**src/rtl/bridge_pkg.sv**
```systemverilog
// Shared types and constants for the data-side SRAM to sram-like bridge.
//   bridge_state_t : FSM state encoding (IDLE, ADDR, DATA, DONE)
//   SIZE_*         : bus transfer size codes driven on data_size
package bridge_pkg;

  typedef enum logic [1:0] {
    IDLE = 2'd0,
    ADDR = 2'd1,
    DATA = 2'd2,
    DONE = 2'd3
  } bridge_state_t;

  localparam logic [1:0] SIZE_BYTE = 2'd0;
  localparam logic [1:0] SIZE_HALF = 2'd1;
  localparam logic [1:0] SIZE_WORD = 2'd2;

endpackage

```
**src/rtl/wen_to_size.sv**
```systemverilog
// Decodes the core's byte write enables into sram-like request fields.
//   wen     in  4  byte write enables, 0000 = read
//   wr      out 1  1 = write
//   size    out 2  transfer size (byte/half/word)
//   addr_lo out 2  low address bits for the bus address
// Reads and irregular enable patterns fall back to an aligned word.
module wen_to_size
  import bridge_pkg::*;
(
  input  logic [3:0] wen,
  output logic       wr,
  output logic [1:0] size,
  output logic [1:0] addr_lo
);

  always_comb begin
    wr      = |wen;
    size    = SIZE_WORD;
    addr_lo = 2'd0;
    case (wen)
      4'b0001: begin size = SIZE_BYTE; addr_lo = 2'd0; end
      4'b0010: begin size = SIZE_BYTE; addr_lo = 2'd1; end
      4'b0100: begin size = SIZE_BYTE; addr_lo = 2'd2; end
      4'b1000: begin size = SIZE_BYTE; addr_lo = 2'd3; end
      4'b0011: begin size = SIZE_HALF; addr_lo = 2'd0; end
      4'b1100: begin size = SIZE_HALF; addr_lo = 2'd2; end
      default: begin size = SIZE_WORD; addr_lo = 2'd0; end
    endcase
  end

endmodule

```
**src/rtl/data_sram_like_bridge.sv**
```systemverilog
// Converts the core's single-cycle SRAM-style data port into a sram-like
// req/addr_ok/data_ok handshake, stalling the pipeline until done.
//   clk, resetn                 clock, synchronous active-low reset
//   data_sram_en/wen/addr/wdata core request
//   data_sram_rdata             registered read result to the core
//   longest_stall               pipeline frozen by another source
//   d_stall                     hold pipeline, access outstanding
//   data_req/wr/size/addr/wdata bus request
//   data_addr_ok/data_ok/rdata  bus handshake and read data
module data_sram_like_bridge
  import bridge_pkg::*;
#(
  parameter int ADDR_W = 32,
  parameter int DATA_W = 32
) (
  input  logic              clk,
  input  logic              resetn,
  input  logic              data_sram_en,
  input  logic [3:0]        data_sram_wen,
  input  logic [ADDR_W-1:0] data_sram_addr,
  input  logic [DATA_W-1:0] data_sram_wdata,
  output logic [DATA_W-1:0] data_sram_rdata,
  input  logic              longest_stall,
  output logic              d_stall,
  output logic              data_req,
  output logic              data_wr,
  output logic [1:0]        data_size,
  output logic [ADDR_W-1:0] data_addr,
  output logic [DATA_W-1:0] data_wdata,
  input  logic              data_addr_ok,
  input  logic              data_data_ok,
  input  logic [DATA_W-1:0] data_rdata
);

  bridge_state_t     state, state_nxt;
  logic [3:0]        wen_q;
  logic [ADDR_W-1:0] addr_q;
  logic [DATA_W-1:0] wdata_q;
  logic [1:0]        addr_lo;
  logic              rd_done;

  wen_to_size u_wen_to_size (
    .wen     (wen_q),
    .wr      (data_wr),
    .size    (data_size),
    .addr_lo (addr_lo)
  );

  assign data_addr  = {addr_q[ADDR_W-1:2], addr_lo};
  assign data_wdata = wdata_q;
  assign d_stall    = data_sram_en & (state != DONE);

  // Read data lands either with a combined addr_ok/data_ok in ADDR or with
  // the later data_ok in DATA.
  assign rd_done = !data_wr && data_data_ok &&
                   ((state == ADDR && data_addr_ok) || state == DATA);

  always_ff @(posedge clk) begin
    if (!resetn) begin
      state           <= IDLE;
      data_sram_rdata <= '0;
    end else begin
      state <= state_nxt;
      if (rd_done) data_sram_rdata <= data_rdata;
    end
  end

  // Request fields are held stable from capture until the next IDLE.
  always_ff @(posedge clk) begin
    if (!resetn) begin
      wen_q   <= '0;
      addr_q  <= '0;
      wdata_q <= '0;
    end else if (state == IDLE && data_sram_en) begin
      wen_q   <= data_sram_wen;
      addr_q  <= data_sram_addr;
      wdata_q <= data_sram_wdata;
    end
  end

  always_comb begin
    state_nxt = state;
    data_req  = 1'b0;
    case (state)
      IDLE: if (data_sram_en) state_nxt = ADDR;
      ADDR: begin
        data_req = 1'b1;
        if (data_addr_ok) state_nxt = data_data_ok ? DONE : DATA;
      end
      DATA: if (data_data_ok) state_nxt = DONE;
      DONE: if (!longest_stall) state_nxt = IDLE;
      default: state_nxt = IDLE;
    endcase
  end

endmodule

```
**config.mk**
```make
export PLATFORM = sky130hd
export DESIGN_NAME = data_sram_like_bridge
export DESIGN_NICKNAME = d
export VERILOG_FILES = /design/src/rtl/bridge_pkg.sv /design/src/rtl/wen_to_size.sv /design/src/rtl/data_sram_like_bridge.sv
export SDC_FILE = /design/constraint.sdc
export NUM_CORES = 1
export LEC_CHECK = 0
export CAP_MARGIN = 10
export CELL_PAD_IN_SITES_DETAIL_PLACEMENT = 1
export CELL_PAD_IN_SITES_GLOBAL_PLACEMENT = 1
export CORE_MARGIN = 5
export CORE_UTILIZATION = 23
export DETAILED_ROUTE_END_ITERATION = 6
export GPL_TIMING_DRIVEN = 0
export PLACE_DENSITY_LB_ADDON = 0.1
export SYNTH_ARGS = -nofsm -noshare
export SYNTH_HDL_FRONTEND = slang
export SYNTH_HIERARCHICAL = 1
export SYNTH_SLANG_ARGS = --single-unit
```
**constraint.sdc**
```tcl
create_clock -name clk -period 1.39 [get_ports clk]
set_input_delay 0.139 -clock clk [delete_from_list [all_inputs] [get_ports clk]]
set_output_delay 0.139 -clock clk [all_outputs]
set_load 0.02 [all_outputs]
```
After elaboration in Yosys (flattened, before gate mapping) --
Index checks and enable logic that the tools add are counted.
Operators by class: magnitude comparators 0, reduce and logical (&&, ||, !) cells 12, equality and inequality tests 14, multiplexer cells 9, $mul 0, bitwise gates (word level) 1, add/subtract/negate cells 0, shifts and indexed selects 0, div/mod/pow operators 0
Operators by type and width (number):
- 2-bit inequality test, second input constant | 5
- 4-bit by 2-bit == test with 1-bit output, second input constant | 2
- 4-bit == test, second input constant | 2
- 2-bit 2-to-1 mux | 4
- 2-bit one-hot mux with 4 select lines | 1
- 4-bit OR reduction | 2
- 2-bit one-hot mux with 3 select lines | 1
- 2-bit == test, second input constant | 2
- 4-bit by 1-bit == test with 1-bit output, second input constant | 1
- 4-bit by 3-bit == test with 1-bit output, second input constant | 1
- 1-bit logical AND | 4
- 2-bit one-hot mux with 2 select lines | 1
- 4-bit AND reduction | 1
- 2-bit OR reduction | 2
- 2-bit by 1-bit == test with 1-bit output, second input constant | 1
- 2-bit logical NOT | 1
- 1-bit 2-to-1 mux | 2
- 1-bit AND | 1
- 1-bit logical NOT | 1
- 1-bit logical OR | 1
Word-level totals: input bits 106, memory bits (writable) 0, memories 0, flip-flop bits (word level) 102, latch bits 0, word-level logic and storage cells 41, bits in read-only memories 0

Depth between registers and ports, before layout --
word-level depth 4, gate-level depth with buffers 8, mapped depth without buffers 6

Cells and area by module --
Netlist, hierarchy kept.
By module, submodules not included:
- data_sram_like_bridge | area each 3573.4 µm², seq. area each 2001.9 µm², cells each 451, times used 1
- wen_to_size | area each 57.6 µm², seq. area each 0.0 µm², cells each 9, times used 1

Worst setup path after synthesis --
Ideal clock, no wire load.
path type register to register, start register wen_q[3], end register data_sram_rdata[10], cell stages (with the launch flop) 8, buffers on the path 2, slack -290 ps, data arrival time 1547 ps, library setup time 132 ps, period minus slack after synthesis 1680 ps, cells stage by stage dfxtp_1 > nor2_1 > nand2_1 > or3b_1 > buf_2 > buf_6 > nand2_1 > a21oi_1
On the way: cells in the longest elaborated chain, start to end 4
Ends and longest elaborated chain:
- start, declared | line data_sram_like_bridge.sv:36 | logic [3:0] wen_q;
- start signal, assigned | line data_sram_like_bridge.sv:75 | wen_q <= data_sram_wen;
- 4-bit OR reduction | line wen_to_size.sv:17 | wr = |wen;
- net data_wr | line data_sram_like_bridge.sv:26 | output logic data_wr,
- 1-bit logical NOT | line data_sram_like_bridge.sv:55 | assign rd_done = !data_wr && data_data_ok &&
- 1-bit logical AND (2 in a row) | line data_sram_like_bridge.sv:55
- end signal, assigned | line data_sram_like_bridge.sv:64 | if (rd_done) data_sram_rdata <= data_rdata;
- end, declared | line data_sram_like_bridge.sv:22 | output logic [DATA_W-1:0] data_sram_rdata,
The timed path passes the listed nets, and every way through them passes these cells. A chain may end at the register's enable or synchronous reset.

Worst setup path after layout --
start register wen_q[1], end register data_sram_rdata[23]
On the way: cells in the longest elaborated chain, start to end 4
Ends and longest elaborated chain (line):
- 4-bit OR reduction | wen_to_size.sv:17
- 1-bit logical NOT | data_sram_like_bridge.sv:55
- 1-bit logical AND (2 in a row) | data_sram_like_bridge.sv:55
Every way passes these cells.

==> metrics.md <==
| Metric | Value |
|---|---|
| Status | complete, but fails checks |
| Failing checks | setup timing |
| Vias | roughly 3,800 |
| Critical Path RT | ~1.6 ns |
| Clock transition at path regs | roughly 0.070 ns |
| Final period utilization | 112% |
| Commonest cells in the netlist | nand2_1, a21oi_1, dfxtp_1 |
| Metal3 WL | between 1.5 and 2 mm |
| Total GRT Usage | 14.8% |
| R2r endpoint | data_sram_rdata[23] |
| Die area | 18,400 um2 |
| Antenna violations before repair | 0 |
| Detailed Route WL | about 14 mm |
| Standard-cell rows | 46 |
| #FFs+latches synth | 100 |
| Most used DFF post-synth | dfxtp_1 |
| Seq/Total Area, Yosys | approximately 55% |
| Routed Antenna Nets | 0 |
| DR WL/cell | about 15 um |
| First-pass GRT wire length | 21.4 mm |
| Fmax | ~640 MHz |
| Yosys top cell area share | around 55% |
| Largest net degree at the start of global routing | 16 |
| Pre-antenna DRT Iters | 4 |
| Clock buffer count from CTS | 9 |
| IO Pins | 207 |
| Leak pwr | 2.78 nW |
| Wire length on met2 | approximately 6.5 mm |
| Reg2reg setup slack | -0.16 ns |
| Unrepaired setup endpoints after global routing | yes |
| CP Class | reg -> reg |
| Min Tclk post-route | around 1.6 ns |
| HP Class | in -> reg |
| Fin Clk Skew | 0.00857 ns |
| CP Max Fanout | 10 |
| DR iter-0 viols | 75 |
| Routability congestion estimate | 0.713 |
| Antenna diodes | 0 |
| Number of global-route vias before repair | just over 4,000 |
| Crit path DAT | about 1.8 ns |
| Layout cells sized above 1 | around 14% |
| Max Cap Viol | 0 |
| TritonCTS clock tree | built |
| Critical path cell sequence | nor2_4 > nand2_4 > or3b_1 > buf_6 > buf_6 > nand2_1 > a21oi_1 |
| Hpwl dp | ~10 mm |
| Max incr delay on CP | between 0.3 and 0.4 ns |
| Worst R2R Path Depth | 7 |
| Clk buf depth | 2 |
| Synthesized area per cell | 7.89 um2 |
| Grt total ovfl | 0 |
| Slowest cell on crit path | or3b_1 |
| Post-synth EDFFs | 0 |
| Final Max Tran Viols | 0 |
| Fin util | about two fifths |
| Final setup viols | 38 |
| CTS root buf | clkbuf_16 |
| Post-route cell area | approximately 6500 um2 |
| FFs w/ async S/R, synth | 0% |
| Max_slew headroom | ~66% |
| Most frequent CP cell | buf_6 |
| Cell area after synthesis | about 3600 um2 |
| # port buffers | between 200 and 250 |
| Top layer in use | met4 |
| Power Dens Cells | 1540 nW/um2 |
| CP startpoint kind | register |
| Fillers | 1,883 |
| CTS H-tree lvls | 3 |
| Die width | approximately 140 um |
| Clock latency on the worst-skew pair | between 0.3 and 0.4 ns |
| Initial Util | 23.1% |
| Post-placement cell area | between 6000 and 7000 um2 |
| Area growth from synthesis to layout | 78.2% |
| Final WS setup | -0.161 ns |
| WL met1 | 5.65 mm |
| Fin nets | about 800 |
| Hold EP | data_sram_rdata[15] |
| Core area | roughly 16,000 um2 |
| DRC Markers | 0 |
| Most frequent cell after synthesis | nand2_1 |
| Synth unique cells | 23 |
| YS warnings | 6 |
| Synth Instances | 460 |
| Critical path endpoint category | register |
| HP Start | data_rdata[15] |
| DR vias/cell | between 4 and 5 |
| CTS sink count | 100 |
| Final hold vios | 0 |
| Die Ht | between 100 and 150 um |
| FF-to-FF Start | wen_q[1] |
| Place WS | -0.329 ns |
| VDD IR max | slightly above 0.6 mV |
| Setup TNS | -4.96 ns |
| WHS Path Cells | 3 |
| Syn nets | 572 |
| Synth area leader | dfxtp_1 |
| Top cells by area, synth | dfxtp_1, nand2_1, a21oi_1 |
| Worst Tran Pin Value | 0.503 ns |
timing repair:
action	in CTS	in global routing
gates resized for setup	166	41
pin swaps	3	4
endpoints found under the setup margin	199	105
buffers inserted	7	5
hold buffers	0	0
cell type report:
type                       count  area, um2  area share, %
sequential                   100       2020           31.3
tap                          216        270           4.18
clock buffer                  12        236           3.65
multi-input combinational    325       1620           25.0
inverter                       4       20.0          0.309
buffer                        31        270           4.18
clock inverter                 4       25.0          0.387
timing repair buffer         216       2010           31.0
per-layer routing:
layer,vias up,GRT usage [%]
met4,0,5.04
met3,11,7.32
met1,1756,16.5
met2,124,24.6
met5,-,0
li1,1933,-
worst max-delay path, delay by kind of cell, from the launching register on:
kind	cells	cell delay, ns
buf+inv	2	0.28
compound gates	1	0.06
flops	1	0.38
simple gates	4	0.69
where the power goes:
part | total (mW) | switching, mW | internal [mW]
combinational | 4.06 | 2.24 | 1.82
sequential | 3.64 | 0.288 | 3.36
clock | 2.29 | 1.07 | 1.22
through the flow:
| step | hold WS, ns | power (mW) | std cells |
|---|---|---|---|
| global route | 0.337 | 10.6 | 908 |
| CTS | 0.322 | 9.91 | 903 |
| detailed placement | 0.450 | 7.54 | 880 |
| finish | 0.342 | 9.99 | 908 |
| floorplan | 0.267 | 5.71 | 460 |
| global placement | 0.442 | 7.43 | 880 |
worst max path at each step:
stage | start | to | cells past startpoint
CTS | state[1] | data_sram_rdata[27] | 8
floorplan | state[1] | data_sram_rdata[10] | 8
detailed placement | data_sram_en | addr_q[25] | 6
finish | wen_q[1] | data_sram_rdata[23] | 7
global placement | data_addr_ok | data_sram_rdata[15] | 7
global route | state[1] | data_sram_rdata[22] | 8
cell families (layout without fill, tap and decap cells):
family | after synthesis | after routing | share of synthesized area (%)
simple gates | 212 | 212 | 22.8
compound gates | 104 | 104 | 14.6
flops | 100 | 100 | 55.1
buf+inv | 35 | 267 | 4.58
fa+ha+maj | 6 | 6 | 2.07
xor+xnor | 2 | 2 | 0.483
mux | 1 | 1 | 0.276
sequential cells by signal (all words and copies together) (netlist names):
register and count:
wen_q 4, addr_q 30, state 2, data_sram_rdata 32
data_wdata 32
cells in the final DEF, fill, tap and decap left out, drive strengths merged:
cell	Yosys	layout
nor2b	1	1
dfxtp	100	100
clkinv	0	3
and2	1	1
inv	4	5
or3b	1	1
ha	6	6
nand2	200	200
clkdlybuf4s50	0	103
nor2	3	3
clkbuf	17	27
nor3b	1	1
mux2i	1	1
o32ai	1	1
dlygate4sd2	0	94
xnor2	2	2
nor4bb	1	1
a31o	1	1
buf	14	35
a21oi	101	101
o2111ai	1	1
nand2b	2	2
nor3	2	2
(Power assumes the default switching activity.)
